**config.mk**
```make
export PLATFORM = sky130hd
export DESIGN_NAME = serial_subtractor
export DESIGN_NICKNAME = d
export VERILOG_FILES = /design/src/rtl/serial_subtractor.sv
export SDC_FILE = /design/constraint.sdc
export NUM_CORES = 1
export LEC_CHECK = 0
export ABC_AREA = 1
export CAP_MARGIN = 20
export CORE_ASPECT_RATIO = 1.25
export CORE_MARGIN = 2
export CORE_UTILIZATION = 40
export DETAILED_ROUTE_END_ITERATION = 10
export GPL_TIMING_DRIVEN = 1
export SLEW_MARGIN = 5
export SYNTH_ARGS = -nofsm -noshare
export SYNTH_HDL_FRONTEND = slang
export SYNTH_SLANG_ARGS = --single-unit
```
**constraint.sdc**
```tcl
create_clock -name clk -period 1.69 [get_ports clk]
set_input_delay 0.169 -clock clk [delete_from_list [all_inputs] [get_ports clk]]
set_output_delay 0.169 -clock clk [all_outputs]
set_load 0.02 [all_outputs]
```
**src/rtl/serial_subtractor.sv**
```systemverilog
// Bit-serial A - B, LSB first, with a registered borrow between beats and a parallel result.
// Optional signed-overflow flag (ovf_o) is built when SERIAL_SUB_OVF_EN is defined.
module serial_subtractor #(
    parameter int WIDTH = 8
) (
    input  logic             clk,
    input  logic             rst,
    input  logic             start_i,
    input  logic             a_bit_i,
    input  logic             b_bit_i,
    input  logic             bit_valid_i,
    output logic             bit_ready_o,
    output logic [WIDTH-1:0] diff_o,
    output logic             borrow_o,
    output logic             busy_o,
    output logic             done_o
`ifdef SERIAL_SUB_OVF_EN
    ,
    output logic             ovf_o
`endif
);

    localparam int CNT_W = $clog2(WIDTH);

    typedef enum logic [1:0] {
        S_IDLE,
        S_SHIFT,
        S_DONE
    } state_t;

    state_t             state_q, state_d;
    logic [CNT_W-1:0]   cnt_q, cnt_d;
    logic [WIDTH-1:0]   shreg_q, shreg_d;
    logic [WIDTH-1:0]   diff_q, diff_d;
    logic               br_q, br_d;
    logic               borrow_q, borrow_d;
    logic               accept;
    logic               last;
    logic               d_bit;
    logic               br_next;
`ifdef SERIAL_SUB_OVF_EN
    logic               ovf_q, ovf_d;
`endif

    always_ff @(posedge clk) begin
        if (rst) begin
            state_q  <= S_IDLE;
            cnt_q    <= '0;
            shreg_q  <= '0;
            diff_q   <= '0;
            br_q     <= 1'b0;
            borrow_q <= 1'b0;
`ifdef SERIAL_SUB_OVF_EN
            ovf_q    <= 1'b0;
`endif
        end else begin
            state_q  <= state_d;
            cnt_q    <= cnt_d;
            shreg_q  <= shreg_d;
            diff_q   <= diff_d;
            br_q     <= br_d;
            borrow_q <= borrow_d;
`ifdef SERIAL_SUB_OVF_EN
            ovf_q    <= ovf_d;
`endif
        end
    end

    always_comb begin
        state_d  = state_q;
        cnt_d    = cnt_q;
        shreg_d  = shreg_q;
        diff_d   = diff_q;
        br_d     = br_q;
        borrow_d = borrow_q;
`ifdef SERIAL_SUB_OVF_EN
        ovf_d    = ovf_q;
`endif
        accept   = (state_q == S_SHIFT) && bit_valid_i;
        last     = (cnt_q == CNT_W'(WIDTH - 1));
        d_bit    = a_bit_i ^ b_bit_i ^ br_q;
        br_next  = (~a_bit_i & b_bit_i) | (~(a_bit_i ^ b_bit_i) & br_q);

        unique case (state_q)
            S_IDLE: begin
                // diff/borrow deliberately keep the previous result until this op completes
                if (start_i) begin
                    state_d = S_SHIFT;
                    cnt_d   = '0;
                    br_d    = 1'b0;
                end
            end
            S_SHIFT: begin
                if (accept) begin
                    shreg_d = {d_bit, shreg_q[WIDTH-1:1]};
                    br_d    = br_next;
                    cnt_d   = cnt_q + CNT_W'(1);
                    if (last) begin
                        state_d  = S_DONE;
                        diff_d   = {d_bit, shreg_q[WIDTH-1:1]};
                        borrow_d = br_next;
`ifdef SERIAL_SUB_OVF_EN
                        ovf_d    = (a_bit_i != b_bit_i) && (d_bit != a_bit_i);
`endif
                    end
                end
            end
            S_DONE: begin
                state_d = S_IDLE;
            end
            default: begin
                state_d = S_IDLE;
            end
        endcase
    end

    assign bit_ready_o = (state_q == S_SHIFT);
    assign busy_o      = (state_q == S_SHIFT) || (state_q == S_DONE);
    assign done_o      = (state_q == S_DONE);
    assign diff_o      = diff_q;
    assign borrow_o    = borrow_q;
`ifdef SERIAL_SUB_OVF_EN
    assign ovf_o       = ovf_q;
`endif

endmodule

```
==> flow_metrics.tcl, run 1 <==
set metrics [dict create \
    drtIter0Drc 6 \
    multi_input_area_um2 467 \
    drive_above_1_share_pct 8.16 \
    place.gp.congestion 0.713 \
    hold_violations 0 \
    worstSetupEndpointType "output port" \
    fill_cells 250 \
    crit_arrival_ns 1.43 \
    grt_use_total_pct 13.2 \
    cts_sinks 22 \
    die-area_um2 2960 \
    seq_area_frac_synth_pct 43.3 \
    synth-xor-area-share_pct 0 \
    via_count 822 \
    required_ns 1.52 \
    core_um2 2430 \
    synth_area_leader_cell "dfxtp_1" \
    cts_buffers 3 \
    synthAdderAreaFrac_pct 10.6 \
    max-slew-margin-rel_pct 70.4 \
    cpPeakStageDelay_ns 0.39 \
    cp_num_buf_inv 2 \
    finClkSkew_ns 0.00156 \
    min_period_ns 1.60 \
    synth_nets 142 \
    fmax_ghz 0.625 \
    cts_root_buf "clkbuf_4" \
    drc 0 \
    outcome "complete, no violations" \
    worst_pin_slew_ns 0.443 \
    ff_latch_area_um2 440 \
    setup_viol 0 \
    via_per_inst 4.57 \
    fin_area_um2 1260 \
    syn_to_final_growth_pct 24.0 \
    clk_latency_ns 0.31 \
    diodes 0 \
    cap_viol_max_count 0 \
    syn_avg_cell_area_um2 7.95 \
    grt_first_pass_wirelength_um 2950 \
    grt_pass1_vias 690 \
    numPortBuffers 17 \
    placed_cell_area_um2 1210 \
    holdCritPathClass "flip-flop to flip-flop" \
    routedWlPerCell_um 9.41 \
    ys_seq_elements 22 \
    setup_slack_ns 0.0910 \
    critPathMaxFanout 4 \
    grt_max_degree 19 \
    irDropWorstVdd_v 0.00108 \
    drt-total-wl_um 1690 \
    die_y_um 60.4 \
    place_inst 176 \
    crit_slowest_cell "dfxtp_1" \
    ys_types 17 \
    synth_top_family_by_area "simple AND/OR/NAND/NOR gates" \
    synth_area_leaders "dfxtp_1 (43%), ha_1 (8.6%), a21oi_1 (7.9%), inv_1 (7.7%), nand2_1 (7.7%)" \
    synth_mux_area_share_pct 0 \
    synth_compound_area_share_pct 17.3 \
    worstPathCellList "inv_1 -> ha_1 -> dlygate4sd2_1" \
    instances_no_fill 180 \
    fin_crit_sh_pct 94.6 \
    htreeDepth 1 \
    slew_viol_final 0 \
    critPathLaunchType "flip-flop" \
    yosys.area.top_type_share_pct 43.3 \
    power_density_nw_per_um2 1480 \
    synthCells 128 \
    io_pins 18 \
    setup.worst_path.class "flip-flop to output port" \
    final_cell_mix "dfxtp_1 (22), inv_1 (21), nand2_1 (21)" \
    place_ws_ns 0.123 \
    ant_nets 0 \
    grt_overflow 0 \
    mostFrequentLayoutCell "dfxtp_1" \
    antenna_found_initial 0 \
    dr.pass1.iters 3 \
    synthSimpleGateAreaFrac_pct 17.7 \
    cts_tree "built" \
    synth_area_um2 1020 \
    num_rows 20 \
    cts.clk_slew.worst_paths_ns 0.12 \
    nets 162 \
    cts_buffer_depth 2 \
    leakage_nw 0.589 \
    yosysWarnings 0 \
    start_util_pct 41.9 \
    critPathTopFamily "buffers and inverters" \
    fp.dieW_um 49.1 \
    detailed_place_hpwl_um 1240 \
]
==> final cells by class <==
class                   instances  share of cell area, %
repair buffers                 19                   14.4
clock buffers                   3                   1.79
clock inverters                 1                   2.38
inverters                      21                   6.25
well taps                      33                   3.27
multi-input cells              81                   37.0
flip-flops and latches         22                   34.9
==> what timing repair did <==
action / in CTS / in global routing
gates cloned: 0 / 0
setup buffers: 0 / 0
hold buffers: 0 / 0
resized for setup: 3 / 1
setup endpoints to repair: 3 / 1
endpoints found under the hold margin: 0 / 0
==> final timing paths <==
check	start	to	cells past startpoint	slack (ns)
setup / recovery	state_q[0]	busy_o	3	0.09
hold / removal	shreg_q[1]	shreg_q[1]	2	0.46
setup reg to reg	state_q[1]	diff_o[6]	6	0.24
hold reg to reg	shreg_q[1]	shreg_q[1]	2	0.46
==> cell usage after synthesis <==
library cell and count:
a21oi_1 16, a21oi_2 1, buf_4 2, buf_8 1, clkbuf_1 1, dfxtp_1 22
fa_1 1, ha_1 7, inv_1 21, nand2_1 21, nand2_4 1, nand3_1 4
nor2_1 12, nor2_8 1, nor3_1 1, o21ai_0 14, o21ai_2 2
==> sequential cells by signal (all words and copies together) (netlist names) <==
name and count:
diff_o 8, shreg_q 7, cnt_q 3, state_q 2
borrow_o 1, br_q 1
==> report_power, final <==
group	leakage [nW]	switching [mW]	internal, mW
clock	0.0279	0.162	0.240
sequential	0.179	0.0568	0.628
combinational	0.382	0.491	0.292
total	0.589	0.709	1.16
==> worst register-to-register path, cell delays in order (launching register included) <==
cell,delay (ns)
dfxtp_1,0.33
inv_1,0.13
ha_1,0.28
nand2_4,0.16
nor2_8,0.24
o21ai_0,0.12
a21oi_1,0.13
==> per-stage QoR <==
stage	setup TNS, ns	total power [mW]	util (%)	hold WS (ns)
after floorplan	0	1.32	-	0.358
after global placement	0	1.50	49.8	0.440
after detailed placement	0	1.52	49.8	0.450
after CTS	0	1.90	51.9	0.469
after global routing	-0.00500	2.04	52.0	0.490
final	0	1.87	52.0	0.462
==> cells by family after synthesis <==
family	after synthesis
DFF	22
adders and majority gates	8
and+or+nand+nor	40
AOI/OAI and AO/OA	33
buffers and inverters	25
==> per-layer routing <==
layer,vias up,part of all wire [%],routed length (µm),GRT usage [%]
li1,444,-,-,-
met1,364,47,794,15.6
met2,10,48,821,21.2
met3,4,2.3,39,2.96
met4,0,2.2,38,9.80
met5,-,0,0,0
Note: power is estimated with default switching activity, not from simulation.
==> run 2: changes to the inputs <==
CAP_MARGIN = default   (was 20)
PLACE_DENSITY = 0.66   (was default)
clock period = 1.3 ns   (was 1.69 ns; I/O delays follow)
==> flow_metrics.tcl, run 2 (same netlist as run 1, synthesis figures left out) <==
set metrics [dict create \
    setup.worst_path.class "flip-flop to flip-flop" \
    setup_viol 0 \
    p_total_mw 2.84 \
    place.gp.congestion 0.784 \
    drtIter0Drc 22 \
    drc 0 \
    hold_violations 0 \
    required_ns 1.49 \
    start_util_pct 41.9 \
    htreeDepth 1 \
    crit_arrival_ns 1.47 \
    critPathTopFamily "flip-flops" \
    cts.clk_slew.worst_paths_ns 0.12 \
    r2r_slack_ns 0.02 \
    die-area_um2 2960 \
    critPathMaxFanout 8 \
    numPortBuffers 17 \
    nets 175 \
    worst_pin_slew_ns 0.282 \
    ant_nets 0 \
    setup.worst_path.end "diff_o[3]" \
    grt_use_total_pct 14.7 \
    timing.rr.start "state_q[1]" \
    cts_buffer_depth 2 \
    holdWs_ns 0.485 \
    fmax_ghz 0.782 \
    cts_buffers 3 \
    place_ws_ns -0.175 \
    dr.pass1.iters 4 \
    syn_to_final_growth_pct 44.8 \
    setup_slack_ns 0.0205 \
    irDropWorstVdd_v 0.00138 \
    grt_max_degree 23 \
    cp_num_buf_inv 2 \
    startpoint "state_q[1]" \
    fp.dieW_um 49.1 \
    worstPathCellList "inv_4 -> buf_6 -> ha_4 -> nand2_8 -> nor2_4 -> a21oi_1" \
    finClkSkew_ns 0.00461 \
    num_rows 20 \
    critPathLaunchType "flip-flop" \
    power_density_nw_per_um2 1930 \
    core_um2 2430 \
    cap_viol_max_count 0 \
    grt_pass1_vias 810 \
    antenna_found_initial 0 \
    via_per_inst 4.69 \
    setup_tns_ns 0 \
    io_pins 18 \
    routedWlPerCell_um 11.1 \
    largest_reg_flops 8 \
    cts_sinks 22 \
    outcome "complete, no violations" \
    max-slew-margin-rel_pct 81.1 \
    cts_root_buf "clkbuf_4" \
    cp_num_cells 6 \
    cts_hold_buffers 0 \
    grt_first_pass_wirelength_um 3470 \
    crit_slowest_cell "dfxtp_2" \
    fin_crit_sh_pct 98.4 \
    die_y_um 60.4 \
    final_core_util_pct 60.7 \
    final_cell_mix "nand2_1 (18), dfxtp_1 (18), inv_1 (17)" \
    diodes 0 \
    drt-total-wl_um 2130 \
    reg2reg_to "diff_o[3]" \
    leakage_nw 0.688 \
    rr_worst_depth 6 \
    drive_above_1_share_pct 32.1 \
    worstSetupEndpointType "flip-flop" \
    rsz0062_at_grt "yes" \
    cts_tree "built" \
    cpPeakStageDelay_ns 0.36 \
    min_period_ns 1.28 \
    grt_overflow 0 \
    clk_latency_ns 0.30 \
    via_count 900 \
    holdCritPathClass "flip-flop to flip-flop" \
    slew_viol_final 0 \
    detailed_place_hpwl_um 1430 \
]
[run 2: cell count changes in the layout (fill, tap and decap cells not counted), sizes merged]
cell / before / now
buf: 2 / 16
clkdlybuf4s50: 14 / 5
nor2: 13 / 15
dlygate4sd2: 3 / 9
bufinv: 1 / 0
[run 2: how the worst min path moves through the flow]
stage / startpoint / to / cells past startpoint
4_1_cts: shreg_q[1] / diff_o[0] / 2
5_1_grt: shreg_q[1] / diff_o[0] / 2
3_5_place_dp: shreg_q[1] / diff_o[0] / 2
2_1_floorplan: rst / diff_o[1] / 3
6_report: shreg_q[3] / diff_o[2] / 2
3_3_place_gp: shreg_q[1] / shreg_q[1] / 2
[run 2: final cells by class]
cell class	count	area [µm²]
Fill cell	239	955
Multi-Input combinational cell	83	596
Sequential cell	22	445
Timing Repair Buffer	30	279
Inverter	21	88.8
Tap cell	33	41.3
Clock buffer	3	22.5
[run 2: repair_timing]
action | 4_1_cts | 5_1_grt
buffers inserted | 0 | 1
setup endpoints to repair | 34 | 23
pin swaps | 1 | 9
resized for setup | 34 | 35
gates cloned | 2 | 0
[run 2: layer usage]
layer,global-route usage (%),vias up,share of wire [%]
met1,17.0,414,42
met5,0,-,0
met2,28.0,15,55
li1,-,471,-
met4,5.71,0,0
met3,1.48,0,3.3
[run 2: worst min-delay path: stages, from the launching register on]
cell     delay (ns)
dfxtp_1        0.33
inv_1          0.07
a21oi_1        0.06
[run 2: power by group]
part | internal [mW] | switching (mW) | leakage [nW]
Combinational | 0.737 | 0.881 | 0.494
Clock | 0.108 | 0.194 | 0.0138
Sequential | 0.829 | 0.0941 | 0.180
[run 2: per-stage QoR]
| step | area, µm² | cells |
|---|---|---|
| CTS | 1360 | 191 |
| global route | 1470 | 192 |
| floorplan | 1020 | 128 |
| global placement | 1300 | 186 |
| detailed placement | 1300 | 186 |
| finish | 1470 | 192 |
==> run 3: changes to the inputs <==
CORE_MARGIN = default   (was 2)
DONT_BUFFER_PORTS = 1   (was default)
PLACE_DENSITY = default   (was 0.66)
==> flow_metrics.tcl, run 3 (same netlist as run 1, synthesis figures left out) <==
set metrics [dict create \
    detailed_place_hpwl_um 1320 \
    instances_no_fill 176 \
    cp_num_buf_inv 1 \
    leakage_nw 0.587 \
    drive_above_1_share_pct 26.6 \
    cts.clk_slew.worst_paths_ns 0.13 \
    nets 158 \
    via_count 856 \
    grt_use_total_pct 16.0 \
    drc 0 \
    min_period_ns 1.29 \
    die-area_um2 2750 \
    holdCritPathClass "primary input to flip-flop" \
    finClkSkew_ns 0.0118 \
    largest_reg_flops 8 \
    critPathTopFamily "flip-flops" \
    required_ns 1.17 \
    hold_start "a_bit_i" \
    worst_pin_slew_ns 0.524 \
    cap_viol_max_count 0 \
    via_per_inst 4.86 \
    grt_max_degree 20 \
    fill_cells 239 \
    cts_tree "built" \
    max-slew-margin-rel_pct 65.0 \
    crit_slowest_cell "dfxtp_4" \
    io_pins 18 \
    cts_root_buf "clkbuf_4" \
    num_rows 20 \
    htreeDepth 1 \
    setup_viol 0 \
    grt_overflow 0 \
    hold_violations 0 \
    diodes 0 \
    startpoint "state_q[0]" \
    antenna_found_initial 0 \
    final_core_util_pct 52.8 \
    fin_area_um2 1280 \
    setup_tns_ns 0 \
    cts_buffer_depth 2 \
    outcome "complete, no violations" \
    critPathLaunchType "flip-flop" \
    dr.pass1.iters 4 \
    holdWs_ns 0.0795 \
    place_inst 168 \
    cpPeakStageDelay_ns 0.40 \
    start_util_pct 41.9 \
    grt_pass1_vias 747 \
    worstSetupEndpointType "output port" \
    cts_sinks 22 \
    fmax_ghz 0.777 \
    placed_cell_area_um2 1110 \
    mostFrequentLayoutCell "nand2_1" \
    numPortBuffers 0 \
    setup.worst_path.class "flip-flop to output port" \
    rsz0062_at_grt "yes" \
    power_density_nw_per_um2 2140 \
    fin_crit_sh_pct 99.0 \
    grt_first_pass_wirelength_um 3190 \
    timing.rr.start "state_q[0]" \
    setup_slack_ns 0.0131 \
    fp.dieW_um 47.1 \
    p_total_mw 2.74 \
    crit_arrival_ns 1.16 \
    irDropWorstVdd_v 0.00116 \
    place_ws_ns -0.0234 \
    drtIter0Drc 13 \
    ant_nets 0 \
    critPathMaxFanout 3 \
    place.gp.congestion 0.717 \
    worstPathCellList "inv_1 -> ha_1" \
    core_um2 2430 \
    cts_buffers 3 \
    drt-total-wl_um 2070 \
    slew_viol_final 0 \
    clk_latency_ns 0.32 \
    die_y_um 58.4 \
    final_cell_mix "nand2_1 (20), inv_1 (19), dfxtp_1 (18)" \
    routedWlPerCell_um 11.8 \
    cts_hold_buffers 0 \
    syn_to_final_growth_pct 26.0 \
]
run 3: final cells by class:
cell class	count	area (µm²)	area share [%]
Sequential cell	22	448	35.0
Inverter	21	86.3	6.74
Timing Repair Buffer	14	113	8.79
Clock buffer	3	22.5	1.76
Clock inverter	1	30.0	2.34
Tap cell	33	41.3	3.22
Multi-Input combinational cell	82	541	42.2
run 3: worst reg2reg max path: stages, from the launching register on:
cell and delay (ns):
dfxtp_4 0.40, inv_1 0.07, ha_1 0.23, nand2_2 0.11
nand3_2 0.11, nand2_1 0.08, nand2_1 0.05, nor2_1 0.12
run 3: worst paths after layout:
kind / to / slack [ns] / cells after the start
max: busy_o / 0.01 / 2
min: borrow_o / 0.08 / 2
max reg2reg: cnt_q[0] / 0.06 / 7
min reg2reg: shreg_q[1] / 0.46 / 2
run 3: report_power, final:
| group | total (mW) | internal, mW | switching [mW] |
|---|---|---|---|
| clock | 0.530 | 0.312 | 0.218 |
| combinational | 1.26 | 0.529 | 0.730 |
| sequential | 0.950 | 0.836 | 0.114 |
| total | 2.74 | 1.68 | 1.06 |
run 3: metal layers:
layer	routed length, µm	GRT usage [%]	part of all wire (%)
met5	0	0	0
met4	29	4.90	1.4
met3	70	3.07	3.4
met2	1040	27.8	50
met1	933	19.2	45
run 3: timing repair:
item	4_1_cts	5_1_grt
gates cloned	1	0
pin swaps	1	2
setup endpoints to repair	12	25
gates resized for setup	6	18
setup buffers	3	0
